==> src/rtl/fp_pkg.sv <==
// Shared constants and types for the single-precision adder issue/collect slice.
package fp_pkg;

    localparam int unsigned FP_W        = 32;
    localparam int unsigned EXP_W       = 8;
    localparam int unsigned MAN_W       = 23;
    localparam int unsigned ADD_LATENCY = 5;

    typedef struct packed {
        logic [FP_W-1:0] a;
        logic [FP_W-1:0] b;
    } op_pair_t;

    // Subnormals (exponent 0) become signed zero; everything else passes through.
    function automatic logic [FP_W-1:0] ftz(input logic [FP_W-1:0] x);
        if (x[FP_W-2 -: EXP_W] == '0) begin
            return {x[FP_W-1], {(FP_W-1){1'b0}}};
        end
        return x;
    endfunction

endpackage

==> src/rtl/fp_fifo.sv <==
// Synchronous first-word-fall-through FIFO; push while full is accepted only alongside a pop.
module fp_fifo #(
    parameter int unsigned DATA_W = 32,
    parameter int unsigned DEPTH  = 4,
    localparam int unsigned AW    = $clog2(DEPTH)
) (
    input  logic              clk,
    input  logic              rst,
    input  logic              push,
    input  logic [DATA_W-1:0] wr_data,
    input  logic              pop,
    output logic [DATA_W-1:0] rd_data,
    output logic              full,
    output logic              empty,
    output logic [AW:0]       count
);

    logic [DATA_W-1:0] mem_q [DEPTH];
    logic [AW-1:0]     wr_ptr_q, rd_ptr_q;
    logic [AW:0]       count_q, count_d;
    logic              do_push, do_pop;

    assign empty   = (count_q == '0);
    assign full    = (count_q == (AW+1)'(DEPTH));
    assign count   = count_q;
    assign rd_data = mem_q[rd_ptr_q];
    assign do_pop  = pop && !empty;
    assign do_push = push && (!full || do_pop);

    always_comb begin
        count_d = count_q;
        unique case ({do_push, do_pop})
            2'b10:   count_d = count_q + 1'b1;
            2'b01:   count_d = count_q - 1'b1;
            default: count_d = count_q;
        endcase
    end

    always_ff @(posedge clk or posedge rst) begin
        if (rst) begin
            for (int unsigned i = 0; i < DEPTH; i++) begin
                mem_q[i] <= '0;
            end
            wr_ptr_q <= '0;
            rd_ptr_q <= '0;
            count_q  <= '0;
        end else begin
            if (do_push) begin
                mem_q[wr_ptr_q] <= wr_data;
                wr_ptr_q        <= wr_ptr_q + 1'b1;
            end
            if (do_pop) begin
                rd_ptr_q <= rd_ptr_q + 1'b1;
            end
            count_q <= count_d;
        end
    end

endmodule

==> src/rtl/fp_add_issue.sv <==
// Credit-limited issue/collect wrapper around the 5-stage pipelined single-precision adder.
// Optional macro FP_ADD_ISSUE_FTZ_EN flushes subnormal operands to signed zero at issue.
module fp_add_issue
    import fp_pkg::*;
#(
    parameter int unsigned IN_DEPTH    = 4,
    parameter int unsigned RES_DEPTH   = 8,
    parameter int unsigned ADD_LATENCY = fp_pkg::ADD_LATENCY
) (
    input  logic            clk,
    input  logic            rst,
    input  logic            in_valid,
    output logic            in_ready,
    input  logic [FP_W-1:0] in_a,
    input  logic [FP_W-1:0] in_b,
    output logic            add_start,
    output logic [FP_W-1:0] add_op_a,
    output logic [FP_W-1:0] add_op_b,
    input  logic            add_done,
    input  logic [FP_W-1:0] add_res,
    output logic            out_valid,
    input  logic            out_ready,
    output logic [FP_W-1:0] out_res,
    output logic            busy,
    output logic            err
);

    localparam int unsigned IN_CW = $clog2(IN_DEPTH) + 1;
    localparam int unsigned IW    = $clog2(RES_DEPTH) + 1;

    if ((IN_DEPTH < 2) || ((IN_DEPTH & (IN_DEPTH - 1)) != 0) ||
        (RES_DEPTH < 2) || ((RES_DEPTH & (RES_DEPTH - 1)) != 0)) begin : g_bad_depth
        $error("fp_add_issue: FIFO depths must be powers of 2 and at least 2");
    end
    if (RES_DEPTH < ADD_LATENCY + 1) begin : g_low_throughput
        $warning("fp_add_issue: RES_DEPTH below ADD_LATENCY+1 limits throughput");
    end

    op_pair_t          in_pair, in_head;
    logic              in_full, in_empty;
    logic [IN_CW-1:0]  in_count;
    logic              res_full, res_empty, res_pop;
    logic [IW-1:0]     res_count;
    logic              issue;
    logic [FP_W-1:0]   issue_a, issue_b;

    logic              add_start_q;
    logic [FP_W-1:0]   op_a_q, op_b_q;
    logic [IW-1:0]     inflight_q, inflight_d;
    logic              err_q, err_d;

    assign in_pair  = '{a: in_a, b: in_b};
    assign in_ready = !in_full;

    fp_fifo #(
        .DATA_W ($bits(op_pair_t)),
        .DEPTH  (IN_DEPTH)
    ) u_in_fifo (
        .clk     (clk),
        .rst     (rst),
        .push    (in_valid && in_ready),
        .wr_data (in_pair),
        .pop     (issue),
        .rd_data (in_head),
        .full    (in_full),
        .empty   (in_empty),
        .count   (in_count)
    );

    // Credit check: every op in flight must already own a result slot.
    assign issue = !in_empty &&
                   (({1'b0, inflight_q} + {1'b0, res_count}) < (IW+1)'(RES_DEPTH));

`ifdef FP_ADD_ISSUE_FTZ_EN
    assign issue_a = ftz(in_head.a);
    assign issue_b = ftz(in_head.b);
`else
    assign issue_a = in_head.a;
    assign issue_b = in_head.b;
`endif

    always_comb begin
        inflight_d = inflight_q;
        if (issue && !add_done) begin
            inflight_d = inflight_q + 1'b1;
        end else if (!issue && add_done && (inflight_q != '0)) begin
            inflight_d = inflight_q - 1'b1;
        end
    end

    always_comb begin
        err_d = err_q;
        if (add_done && ((inflight_q == '0) || (res_full && !res_pop))) begin
            err_d = 1'b1;
        end
    end

    always_ff @(posedge clk or posedge rst) begin
        if (rst) begin
            add_start_q <= 1'b0;
            op_a_q      <= '0;
            op_b_q      <= '0;
            inflight_q  <= '0;
            err_q       <= 1'b0;
        end else begin
            add_start_q <= issue;
            if (issue) begin
                op_a_q <= issue_a;
                op_b_q <= issue_b;
            end
            inflight_q <= inflight_d;
            err_q      <= err_d;
        end
    end

    assign res_pop = out_valid && out_ready;

    fp_fifo #(
        .DATA_W (FP_W),
        .DEPTH  (RES_DEPTH)
    ) u_res_fifo (
        .clk     (clk),
        .rst     (rst),
        .push    (add_done),
        .wr_data (add_res),
        .pop     (res_pop),
        .rd_data (out_res),
        .full    (res_full),
        .empty   (res_empty),
        .count   (res_count)
    );

    assign out_valid = !res_empty;
    assign add_start = add_start_q;
    assign add_op_a  = op_a_q;
    assign add_op_b  = op_b_q;
    assign err       = err_q;
    assign busy      = (in_count != '0) || (inflight_q != '0) || (res_count != '0);

endmodule

==> config.mk <==
export PLATFORM = sky130hd
export DESIGN_NAME = fp_add_issue
export DESIGN_NICKNAME = d
export VERILOG_FILES = /design/src/rtl/fp_pkg.sv /design/src/rtl/fp_fifo.sv /design/src/rtl/fp_add_issue.sv
export SDC_FILE = /design/constraint.sdc
export NUM_CORES = 1
export LEC_CHECK = 0
export ABC_CLOCK_PERIOD_IN_PS = 11000
export BUFFER_PORTS_ARGS = -buffer_cell sky130_fd_sc_hd__buf_2
export CORE_MARGIN = 1.5
export CORE_UTILIZATION = 60
export DETAILED_ROUTE_END_ITERATION = 8
export GPL_TIMING_DRIVEN = 0
export HOLD_SLACK_MARGIN = 0.06
export MAX_ROUTING_LAYER = met4
export PLACE_DENSITY_LB_ADDON = 0.2
export SLEW_MARGIN = 20
export SYNTH_ARGS = -nofsm -noshare
export SYNTH_HDL_FRONTEND = slang
export SYNTH_HIERARCHICAL = 1
export SYNTH_SLANG_ARGS = --single-unit
==> constraint.sdc <==
create_clock -name clk -period 11 [get_ports clk]
set_input_delay 1.1 -clock clk [delete_from_list [all_inputs] [get_ports clk]]
set_output_delay 1.1 -clock clk [all_outputs]
set_load 0.01 [all_outputs]
==> results by group <==
Run status
  – Status: complete, no violations

Drt
  – WL final: 56400 µm
  – Routed length per instance: 22.8 µm
  – Vias/cell: between 5 and 6
  – Drt first pass iters: 4
  – Via count: approximately 15000
  – Drc violations: 0
  – Starting DRT DRC Count: 844
  – Post-DRT Antenna Nets: 0

Timing
  – TNS Setup: 0 ns
  – Least-Margin Pin Slew: 1.06 ns
  – Fin. Hold Viols: 0
  – Final period utilization: 37.7%
  – Post-layout min period: 4.15 ns
  – Layout Skew: 0.0184 ns
  – Slew Limit Fails: 0
  – Fmax: 241 MHz
  – Rel. slew slack: ~29%
  – Setup violators final: 0
  – Worst hold slack: 0.466 ns
  – Final worst setup slack: between 6 and 7 ns
  – RSZ-0062 raised after global routing: no

Synth
  – Seq cells post-synth: about 600
  – Netlist Area Pre-Place: 26900 µm²
  – Ranking of synthesized cells by area: dfrtp_1 56%, mux2_2 21%, mux4_2 11%, mux2_4 3.3%, buf_6 1.7%
  – Netlist cell types: 54
  – Async set or reset register ratio after synthesis: 100%
  – Yosys warning total: 6
  – Ys flop type: dfrtp_1
  – Most common cell in the netlist: dfrtp_1
  – Mapped Cells: between 1500 and 2000
  – Post-synth EDFFs: 0
  – Dominant cell type by area after synthesis: dfrtp_1
  – Top cell type's share of synthesized area: 55.6%
  – Post-synthesis area per instance: 17.2 µm²
  – Top cells by count, synth: 599 x dfrtp_1, 513 x mux2_2, 128 x mux4_2, 60 x mux2_4, 41 x buf_6
  – Post-synth net total: 1682
  – Seq/Total Area, Yosys: 55.6%

Place
  – Hpwl dp: 37300 µm
  – Placement Cell Area: between 20000 and 30000 µm²
  – Dpl ws: 6.98 ns
  – Placed cells: 2362
  – Final GP Congestion: around 0.77
  – IO Port Bufs: 201

Pwr
  – PwrDens: 339 nW/µm²
  – Total power: 10.5 mW
  – Leakage dissipation: between 10 and 15 nW
  – Maximum vdd drop: 0.000197 V

Floorplanning
  – DIE AREA: 46200 µm²
  – Core area: 44200 µm²
  – I/O pin count: 202
  – Initial Util: 60.9%
  – Die height: 215 µm
  – Die X: around 210 µm
  – # rows: 77

Cells and area
  – Final core occ: 70.0%
  – Layout cells sized above 1: 59.0%
  – Total Nets Final: 1951
  – Final instance area: between 30000 and 40000 µm²
  – Area grow syn2layout: 14.9%
  – Non-Filler Instances: 2477

Clock tree
  – Post_cts resized: 0
  – Clk slew on worst S/H paths: approximately 0.06 ns
  – CTS buffer count: 61
  – Hold-fix buffer count after cts: 0
  – H-tree levels: 2
  – Max Root-Sink Buffers: 3
  – CTS tree: yes
  – Clock tree sinks: 599
  – Insertion delay to the later sink of the worst-skew pair: a little over 0.6 ns
  – Post-CTS Setup Bufs: 0
  – Root buf cell: clkbuf_16

Critical path
  – Crit end category: output port
  – WP data arrival: 3.05 ns
  – CP Launch Type: flop
  – Critical path class: reg -> out
  – Crit path required time: 9.90 ns
  – Crit path max fanout: 10

Global routing
  – Initial antenna violation count: 4
  – Grt ovf: 0
  – Global-route wire length before repair: 91900 µm
  – Gr usage total: 26.3%
  – Largest net degree at the start of global routing: 110
  – Number of global-route vias before repair: 16281

Hold path
  – HP Class: reg -> reg

Flow run
  – Max-Cap Viols: 0
[worst max-delay path, stage by stage, from the launching register on]
cell	delay [ns]
dfrtp_1	0.36
clkbuf_1	0.51
clkbuf_1	0.66
mux4_2	0.43
mux2_2	0.32
buf_2	0.15
[routing by layer]
metal | GRT usage (%) | up-vias | routed length, µm
met2 | 43.0 | 220 | 28700
met3 | 4.69 | 100 | 2190
met1 | 33.9 | 7782 | 24100
li1 | - | 6425 | -
met5 | - | - | 0
met4 | 7.77 | 0 | 1360
[kinds of logic (layout without fill, tap and decap cells)]
group,after synthesis,count (layout),synth area share [%]
mux,745,745,37.3
flops,599,599,55.6
buf+inv,112,428,3.24
simple gates,45,45,1.20
compound gates,31,31,1.27
fa+ha+maj,17,17,0.873
xor+xnor,15,15,0.488
other cells,0,5,0
[flip-flops by register name (all words and copies together) (netlist names)]
register and cells:
u_res_fifo/count 4, u_in_fifo/mem_q 256, u_res_fifo/mem_q 256, add_op_a 32, u_res_fifo/wr_ptr_q 3, u_in_fifo/count 3, err 1, inflight_q 4
add_op_b 32, add_start 1, u_res_fifo/rd_ptr_q 3, u_in_fifo/wr_ptr_q 2, u_in_fifo/rd_ptr_q 2
[report_power, final]
part / switching, mW / internal [mW] / total (mW)
Sequential: 0.594 / 3.35 / 3.95
Clock: 0.848 / 1.29 / 2.14
Combinational: 1.80 / 2.60 / 4.41
Total: 3.25 / 7.25 / 10.5
[area by class of cell]
cell class	instances	area, µm²
antenna	5	12.5
buffer	94	806
clock buffer	85	1790
clock inverter	25	307
fill	2956	13300
inverter	18	85.1
multi-input combinational	853	11100
sequential	599	15000
tap	592	741
timing repair buffer	206	1140
[path summary, 6_finish.rpt]
| kind | startpoint | cells after the start | slack [ns] | to |
|---|---|---|---|---|
| worst max-delay path | u_res_fifo/rd_ptr_q[1]$_DFFE_PP0P_ | 5 | 6.85 | out_res[1] |
| worst min-delay path | err$_DFFE_PP0P_ | 1 | 0.47 | err$_DFFE_PP0P_ |
| worst max register to register | u_res_fifo/count[0]$_DFFE_PP0P_ | 10 | 7.00 | u_res_fifo/count[3]$_DFFE_PP0P_ |
| worst min register to register | err$_DFFE_PP0P_ | 1 | 0.47 | err$_DFFE_PP0P_ |
| max in group asynchronous | rst | 4 | 9.03 | u_res_fifo/mem_q[67]$_DFFE_PP0P_ |
| min in group asynchronous | rst | 2 | 0.58 | add_start$_DFF_PP0_ |
[layout by cell type, fill, tap and decap left out, types with 8 or more instances in the layout]
cell and instances:
clkbuf_1 22, mux4_2 128, mux2_4 60, inv_1 15
clkbuf_8 17, ha_1 14, mux2_1 40, mux2_2 513
dfrtp_1 599, clkinv_2 17, clkbuf_16 61, buf_6 41
nand2_1 8, buf_2 227, xnor2_1 12
Power figures use the tool's default switching activity.
